### src/rtl/cby_mem_bank_prog_ctrl.sv
// Memory-bank programming controller for a Y connection block: takes one config word per mux
// and drives bl setup / wl pulse / hold for each SRAM group. Optional CBY_MEM_BANK_PARITY_EN adds even parity and ERR.
module cby_mem_bank_prog_ctrl #(
    parameter int NUM_MUX   = 11,
    parameter int SRAM_W    = 6,
    parameter int PULSE_CYC = 2
) (
    input  logic                      prog_clk,
    input  logic                      prog_reset_n,
    input  logic                      start,
    input  logic                      abort,
`ifdef CBY_MEM_BANK_PARITY_EN
    input  logic [SRAM_W:0]           cfg_data,
`else
    input  logic [SRAM_W-1:0]         cfg_data,
`endif
    input  logic                      cfg_valid,
    output logic                      cfg_ready,
    output logic [NUM_MUX*SRAM_W-1:0] bl,
    output logic [NUM_MUX*SRAM_W-1:0] wl,
    output logic                      busy,
    output logic                      done,
    output logic                      err,
    output logic [2:0]                dbg_state
);

    localparam int BUS_W = NUM_MUX * SRAM_W;
    localparam int IDX_W = (NUM_MUX > 1) ? $clog2(NUM_MUX) : 1;
    localparam logic [IDX_W-1:0] LAST_IDX = IDX_W'(NUM_MUX - 1);
    localparam logic [3:0] PULSE_LOAD = 4'(PULSE_CYC - 1);

    typedef enum logic [2:0] {
        S_IDLE  = 3'd0,
        S_LOAD  = 3'd1,
        S_SETUP = 3'd2,
        S_PULSE = 3'd3,
        S_HOLD  = 3'd4,
        S_DONE  = 3'd5
`ifdef CBY_MEM_BANK_PARITY_EN
        , S_ERR = 3'd6
`endif
    } state_e;

    state_e             state_q;
    logic [IDX_W-1:0]   idx_q;
    logic [3:0]         cnt_q;
    logic [BUS_W-1:0]   bl_q;
    logic [BUS_W-1:0]   wl_q;
    logic               cfg_ready_q;
    logic               busy_q;
    logic               done_q;
    logic [BUS_W-1:0]   bl_d;
    logic [BUS_W-1:0]   wl_d;
`ifdef CBY_MEM_BANK_PARITY_EN
    logic               err_q;
    logic               parity_ok_d;
`endif

    // Group images for the current index: incoming word on bl, all-ones on wl.
    always_comb begin
        bl_d = BUS_W'(cfg_data[SRAM_W-1:0]) << (int'(idx_q) * SRAM_W);
        wl_d = BUS_W'({SRAM_W{1'b1}}) << (int'(idx_q) * SRAM_W);
`ifdef CBY_MEM_BANK_PARITY_EN
        parity_ok_d = ~^cfg_data;
`endif
    end

    // Stream handshake: a word transfers on a rising edge where cfg_valid and cfg_ready are both 1;
    // cfg_ready is registered and only high in LOAD, and the source must hold cfg_data stable while
    // cfg_valid is high and cfg_ready is low.
    always_ff @(posedge prog_clk or negedge prog_reset_n) begin
        if (!prog_reset_n) begin
            state_q     <= S_IDLE;
            idx_q       <= '0;
            cnt_q       <= '0;
            bl_q        <= '0;
            wl_q        <= '0;
            cfg_ready_q <= 1'b0;
            busy_q      <= 1'b0;
            done_q      <= 1'b0;
`ifdef CBY_MEM_BANK_PARITY_EN
            err_q       <= 1'b0;
`endif
        end else if (busy_q && abort) begin
            state_q     <= S_IDLE;
            idx_q       <= '0;
            cnt_q       <= '0;
            bl_q        <= '0;
            wl_q        <= '0;
            cfg_ready_q <= 1'b0;
            busy_q      <= 1'b0;
            done_q      <= 1'b0;
        end else begin
            case (state_q)
                S_LOAD: begin
                    if (cfg_valid && cfg_ready_q) begin
                        cfg_ready_q <= 1'b0;
`ifdef CBY_MEM_BANK_PARITY_EN
                        if (!parity_ok_d) begin
                            state_q <= S_ERR;
                            err_q   <= 1'b1;
                            busy_q  <= 1'b0;
                        end else
`endif
                        begin
                            state_q <= S_SETUP;
                            bl_q    <= bl_d;
                        end
                    end
                end
                S_SETUP: begin
                    state_q <= S_PULSE;
                    wl_q    <= wl_d;
                    cnt_q   <= PULSE_LOAD;
                end
                S_PULSE: begin
                    if (cnt_q == 4'd0) begin
                        state_q <= S_HOLD;
                        wl_q    <= '0;
                    end else begin
                        cnt_q <= cnt_q - 4'd1;
                    end
                end
                S_HOLD: begin
                    bl_q <= '0;
                    if (idx_q == LAST_IDX) begin
                        state_q <= S_DONE;
                        done_q  <= 1'b1;
                        busy_q  <= 1'b0;
                    end else begin
                        idx_q       <= idx_q + 1'b1;
                        state_q     <= S_LOAD;
                        cfg_ready_q <= 1'b1;
                    end
                end
                default: begin
                    // IDLE, DONE and ERR all wait here for a new start.
                    if (start) begin
                        state_q     <= S_LOAD;
                        idx_q       <= '0;
                        done_q      <= 1'b0;
                        busy_q      <= 1'b1;
                        cfg_ready_q <= 1'b1;
`ifdef CBY_MEM_BANK_PARITY_EN
                        err_q       <= 1'b0;
`endif
                    end
                end
            endcase
        end
    end

    assign cfg_ready = cfg_ready_q;
    assign bl        = bl_q;
    assign wl        = wl_q;
    assign busy      = busy_q;
    assign done      = done_q;
    assign dbg_state = state_q;
`ifdef CBY_MEM_BANK_PARITY_EN
    assign err       = err_q;
`else
    assign err       = 1'b0;
`endif

endmodule
### config.mk
export PLATFORM = sky130hd
export DESIGN_NAME = cby_mem_bank_prog_ctrl
export DESIGN_NICKNAME = d
export VERILOG_FILES = /design/src/rtl/cby_mem_bank_prog_ctrl.sv
export SDC_FILE = /design/constraint.sdc
export NUM_CORES = 1
export LEC_CHECK = 0
export ABC_CLOCK_PERIOD_IN_PS = 2450
export CORE_MARGIN = 2
export CORE_UTILIZATION = 44
export DETAILED_ROUTE_END_ITERATION = 6
export PLACE_DENSITY = 0.76
export SYNTH_ARGS = -nofsm -noshare
export SYNTH_HDL_FRONTEND = slang
export SYNTH_SLANG_ARGS = --single-unit
### constraint.sdc
create_clock -name prog_clk -period 2.45 [get_ports prog_clk]
set_clock_uncertainty 0.1 [all_clocks]
set_input_delay 0.49 -clock prog_clk [delete_from_list [all_inputs] [get_ports prog_clk]]
set_output_delay 0.49 -clock prog_clk [all_outputs]
set_load 0.005 [all_outputs]
Yosys cells after proc, flatten, opt, wreduce, memory -nomap -nowiden
Cells that the tools add are included.
- logic and storage cells: 73
- bits of input ports: 11
- output and inout bits: 139
- flip-flop bits (word level): 146
- $mul: 1
- shift-type cells: 2
- eq/ne operators: 12
- add/sub/neg operators: 2
- reduce and logical (&&, ||, !) cells: 17
- muxes and demuxes: 31
- operator list (cell ; count):
    $mux 66 ; 4
    $pmux 66 s2 ; 2
    $shl 6x32->66 ; 1
    $shl 6x7->66 const A ; 1
    $mux 4 ; 5
    $pmux 4 s2 ; 2
    $mux 3 ; 5
    $ne 3x3->1 const B ; 5
    $pmux 3 s4 ; 1
    $mux 1 ; 9
    $reduce_and 3->1 ; 3
    $reduce_bool 3->1 ; 3
    $eq 3x2->1 const B ; 2
    $mul 4x2->6 const B ; 1
    $reduce_and 2->1 ; 3
    $reduce_bool 6->1 ; 1
    $add 4x1->4 const B ; 1
    $eq 4x4->1 const B ; 1
    $logic_not 4->1 ; 1
    $ne 2x1->1 const B ; 2
    $pmux 1 s2 ; 2
    $reduce_and 4->1 ; 1
    $reduce_bool 4->1 ; 1
    $sub 4x1->4 const B ; 1
    other kinds (6) ; 7

Logic depth before layout (Yosys ltp)
- word-level depth: 5
- gate-level depth with buffers: 10

Least setup slack after synthesis
Ideal clock, no wire load.
- kind: flip-flop to flip-flop
- start point: register idx_q[0]
- end point: register bl_q[46], in the netlist bl[46]
- path slack: 0.025 ns
- period minus slack after synthesis: 2.425 ns
- data arrival time: 2.259 ns
- stages on the path, launching flop included: 11
- path buffers: 3
- cell sequence: dfrtp_1 buf_2 buf_2 inv_1 ha_1 clkbuf_1 nor2b_1 a22o_1 nand3_1 nor2_1 a22o_1
- longest elaborated chain between the ends: 5
- RTL lines (item ; line ; text):
    from (decl) ; 45 ; logic [IDX_W-1:0] idx_q;
    from (signal assigned) ; 131 ; idx_q <= idx_q + 1'b1;
    $mul 4x2->6 ; 61 ; bl_d = BUS_W'(cfg_data[SRAM_W-1:0]) << (int'(idx_q) * SRAM_W);
    $shl 6x32->66 ; 61 ;
    $mux 66 ; 96 ; if (cfg_valid && cfg_ready_q) begin
    $pmux 66 s2 ; 94 ; case (state_q)
    $mux 66 ; 84 ; end else if (busy_q && abort) begin
    to (signal assigned) ; 107 ; bl_q <= bl_d;
    to (decl) ; 47 ; logic [BUS_W-1:0] bl_q;
Every way passes these cells. The select of a mux whose other input is x is not followed.
A chain may end at the register's enable or synchronous reset.

Worst setup path in the final report
- start point: register idx_q[1]
- end point: register bl_q[64], in the netlist bl[64]
The elaborated chain is that of the path after synthesis.

==> impl_metrics.csv <==
group,metric,value,unit
yosys,yosysTopAreaCell,"dfrtp_1",
timing,timing.final.crit_share,0.975,
clock_network,cts_root_buf,"clkbuf_16",
clock_network,cts.sinks,113,
floorplanning,ios,150,
critical_path,crit_path_end_kind,"flop",
global_route,overflow,0,
clock_network,cts_made_buffers,17,
pwr,cellPowerDensity,822,nW/um2
detailed_routing,vias,4961,
final_layout,stdcell_area,8060,um2
critical_path,r2r_start,"idx_q[1]$_DFFE_PN0P_",
final_layout,utilization,0.641,
detailed_routing,routed_wl,16100,um
global_route,grtUsageMet1,0.300,
global_route,track_usage,0.239,
detailed_routing,via_per_inst,5.42,
hold_path,holdCritPathClass,"reg -> reg",
yosys,synth_commonest_cells,"dfrtp_1 (113), nand2_1 (106), o21ai_0 (51)",
critical_path,path_buf_inv,1,
floorplanning,coreArea,12600,um2
detailed_routing,firstDrtPassIters,7,
final_layout,area_growth,42.3,%
floorplanning,dieWidth,117,um
pwr,p_total,6.62,mW
critical_path,crit_path_cell_trace,"ha_1, inv_1, fa_2, xor2_2, nand2_1, or3_4, nor2_1, a221o_1",
global_route,grt_pass1_wl,26100,um
timing,max_freq,0.419,GHz
clock_network,cts_tree,"yes",
detailed_routing,antenna_left,0,
critical_path,critPathArrivalTime,2640,ps
timing,min_period,2390,ps
hold_path,hp-start,"bl[2]$_DFFE_PN0P_",
pwr,p_leak,3.43,nW
hold_path,holdPathStages,2,
yosys,ys_seq_area_frac,0.499,
yosys,netlist_area,5660,um2
critical_path,cp_max_fo,7,
outcome,status,"complete, no violations",
detailed_routing,drc_errors,0,
floorplanning,die_height,117,um
yosys,synth_edf_count,0,
critical_path,timing.rr.end,"bl[64]$_DFFE_PN0P_",
timing,hold_slack,389,ps
yosys,synth_top_area_frac,0.499,
final_layout,final_layout_size_suffix_gt1_frac,0.157,
timing,rsz0062_at_grt,"yes",
final_layout,fin_nets,754,
placement,pre_cts_ws,-4.99,ps
yosys,synth_cells,574,
clock_network,clk_pin_slew_worst_paths,50,ps
placement,gp_congestion,0.935,
global_route,grt_use_met2,0.397,
floorplanning,start_util,0.451,
yosys,ys_async_sr_fraction,1.00,
timing,slew_violations,0,
global_route,met3_usage,0.0623,
timing,hold_violations,0,
yosys,synth_area_leaders,"dfrtp_1 (50%), nand2_1 (7.0%), buf_4 (4.9%), a22o_1 (4.6%), o21ai_0 (4.5%)",
yosys,yosysUniqueCellTypes,63,
critical_path,required,2700,ps
critical_path,rr_worst_depth,8,
global_route,antenna_found_initial,0,
clock_network,clock_path_buffers,2,
final_layout,final_cells,915,
yosys,ys.flop_type,"dfrtp_1",
timing,setup_tns,0,ps
global_route,first_global_vias,4974,
critical_path,r2r_slack,60,ps
critical_path,crit_start,"idx_q[1]$_DFFE_PN0P_",
critical_path,max_stage_delay,390,ps
floorplanning,placementRows,41,
global_route,gr-max-usage-layer,"met2",
flow_run,maxCapViolations,0,
yosys,synth.yosys.warnings,0,
critical_path,critPathKind,"reg -> reg",
critical_path,critPathTopFamily,"simple AND/OR/NAND/NOR gates",
placement,dp_cells,882,
clock_network,htreeDepth,4,
yosys,ys_ff_latch,113,
pwr,peakVddDrop,507,uV
detailed_routing,drt_iter0_drc,509,
clock_network,cts_setup_buffers,0,
detailed_routing,wire_per_inst,17.6,um
final_layout,n_antenna_cell,0,
yosys,synthMostInstantiatedCell,"dfrtp_1",
placement,post_dp_cell_area,7390,um2
hold_path,whs_endpoint,"bl[2]$_DFFE_PN0P_",
placement,dp_hpwl,11800,um
placement,portBuffers,148,
critical_path,slowest_stage,"fa_2",
timing,layout_setup_ws,62.0,ps
yosys,synth.avg_cell_area,9.87,um2
global_route,grt_max_degree,43,
critical_path,start_kind,"flop",
yosys,syn_nets,598,
clock_network,clk-insertion-delay-late,420,ps
timing,setup_viol,0,
floorplanning,dieArea,13800,um2
[per-layer routing]
layer | share of wire | wire (um)
met1 | 0.43 | 6890
met2 | 0.49 | 7820
met3 | 0.068 | 1100
met4 | 0.019 | 310
met5 | 0 | 0
[what timing repair did]
item	4_1_cts	5_1_grt
setup endpoints to repair	13	62
cloned	0	0
resized for setup	1	19
pin swaps	0	1
hold endpoints to repair	30	0
hold buffers	1	0
[where the power goes]
| part | total (mW) | internal (mW) | switching [mW] |
|---|---|---|---|
| logic | 1.96 | 0.838 | 1.12 |
| registers | 2.17 | 2.01 | 0.157 |
| clock network | 2.50 | 1.63 | 0.874 |
| total | 6.62 | 4.48 | 2.15 |
[sequential cells by signal, indices dropped and copies added (netlist names)]
register   count
wl            33
dbg_state      3
bl            66
cfg_ready      1
idx_q          4
busy           1
done           1
cnt_q          4
[layout make-up]
type | instances | area [um2]
tap | 172 | 215
fill | 984 | 4510
timing repair buffer | 199 | 1910
sequential | 113 | 2830
inverter | 11 | 41.3
clock buffer | 20 | 447
multi-input combinational | 388 | 2460
clock inverter | 12 | 158
[cells in the final DEF, fill, tap and decap left out, types with 3 or more instances in the layout]
cell             Yosys  final
ha_1                12     11
o22ai_1              5      5
nand2_1            106    106
o21ai_1             22     28
buf_4               37     47
o21ai_0             51     45
clkinvlp_4           0      3
nor3_1              10      9
nand4_1              6      6
a211o_1              3      3
xnor2_1              5      5
a22o_1              30     30
or3_4                5      5
a221o_1              4      4
nor2_1              28     27
buf_12               0      3
mux2_2               4      4
mux2i_1              7      7
clkbuf_16            0     17
clkdlybuf4s50_1      0    147
a21oi_1             17     15
inv_1               10     10
nor4_1               4      4
nor2b_1              7      7
nor4_2               4      4
bufinv_16            0      3
dfrtp_1            113    113
nand3_1             11     10
a21o_1               3      3
[worst max path at each step]
stage | endpoint | slack (ps) | cells after the start
floorplan | bl[46]$_DFFE_PN0P_ | 30 | 10
global placement | wl[64]$_DFFE_PN0P_ | 30 | 8
detailed placement | bl[60]$_DFFE_PN0P_ | -5 | 10
CTS | bl[64]$_DFFE_PN0P_ | 1 | 8
global route | bl[64]$_DFFE_PN0P_ | -10 | 8
finish | bl[64]$_DFFE_PN0P_ | 60 | 8
[worst reg2reg max path: stages (launching register included)]
cell and delay, ps:
dfrtp_1 380, ha_1 190, inv_1 70, fa_2 390
xor2_2 360, nand2_1 140, or3_4 380, nor2_1 150
a221o_1 160
[cells by family (layout without fill, tap and decap cells)]
| logic type | after synthesis | count (layout) | share of synthesized area |
|---|---|---|---|
| AND/OR/NAND/NOR | 201 | 201 | 0.178 |
| AO/OA/AOI/OAI | 154 | 154 | 0.177 |
| flip-flops | 113 | 113 | 0.499 |
| buffers and inverters | 73 | 242 | 0.0771 |
| adder cells (fa/ha/maj) | 13 | 13 | 0.0300 |
| multiplexers | 11 | 11 | 0.0203 |
| XOR/XNOR | 8 | 8 | 0.0183 |
| other | 1 | 1 | 0.000662 |
No activity file was read; power rests on OpenSTA's default activity.
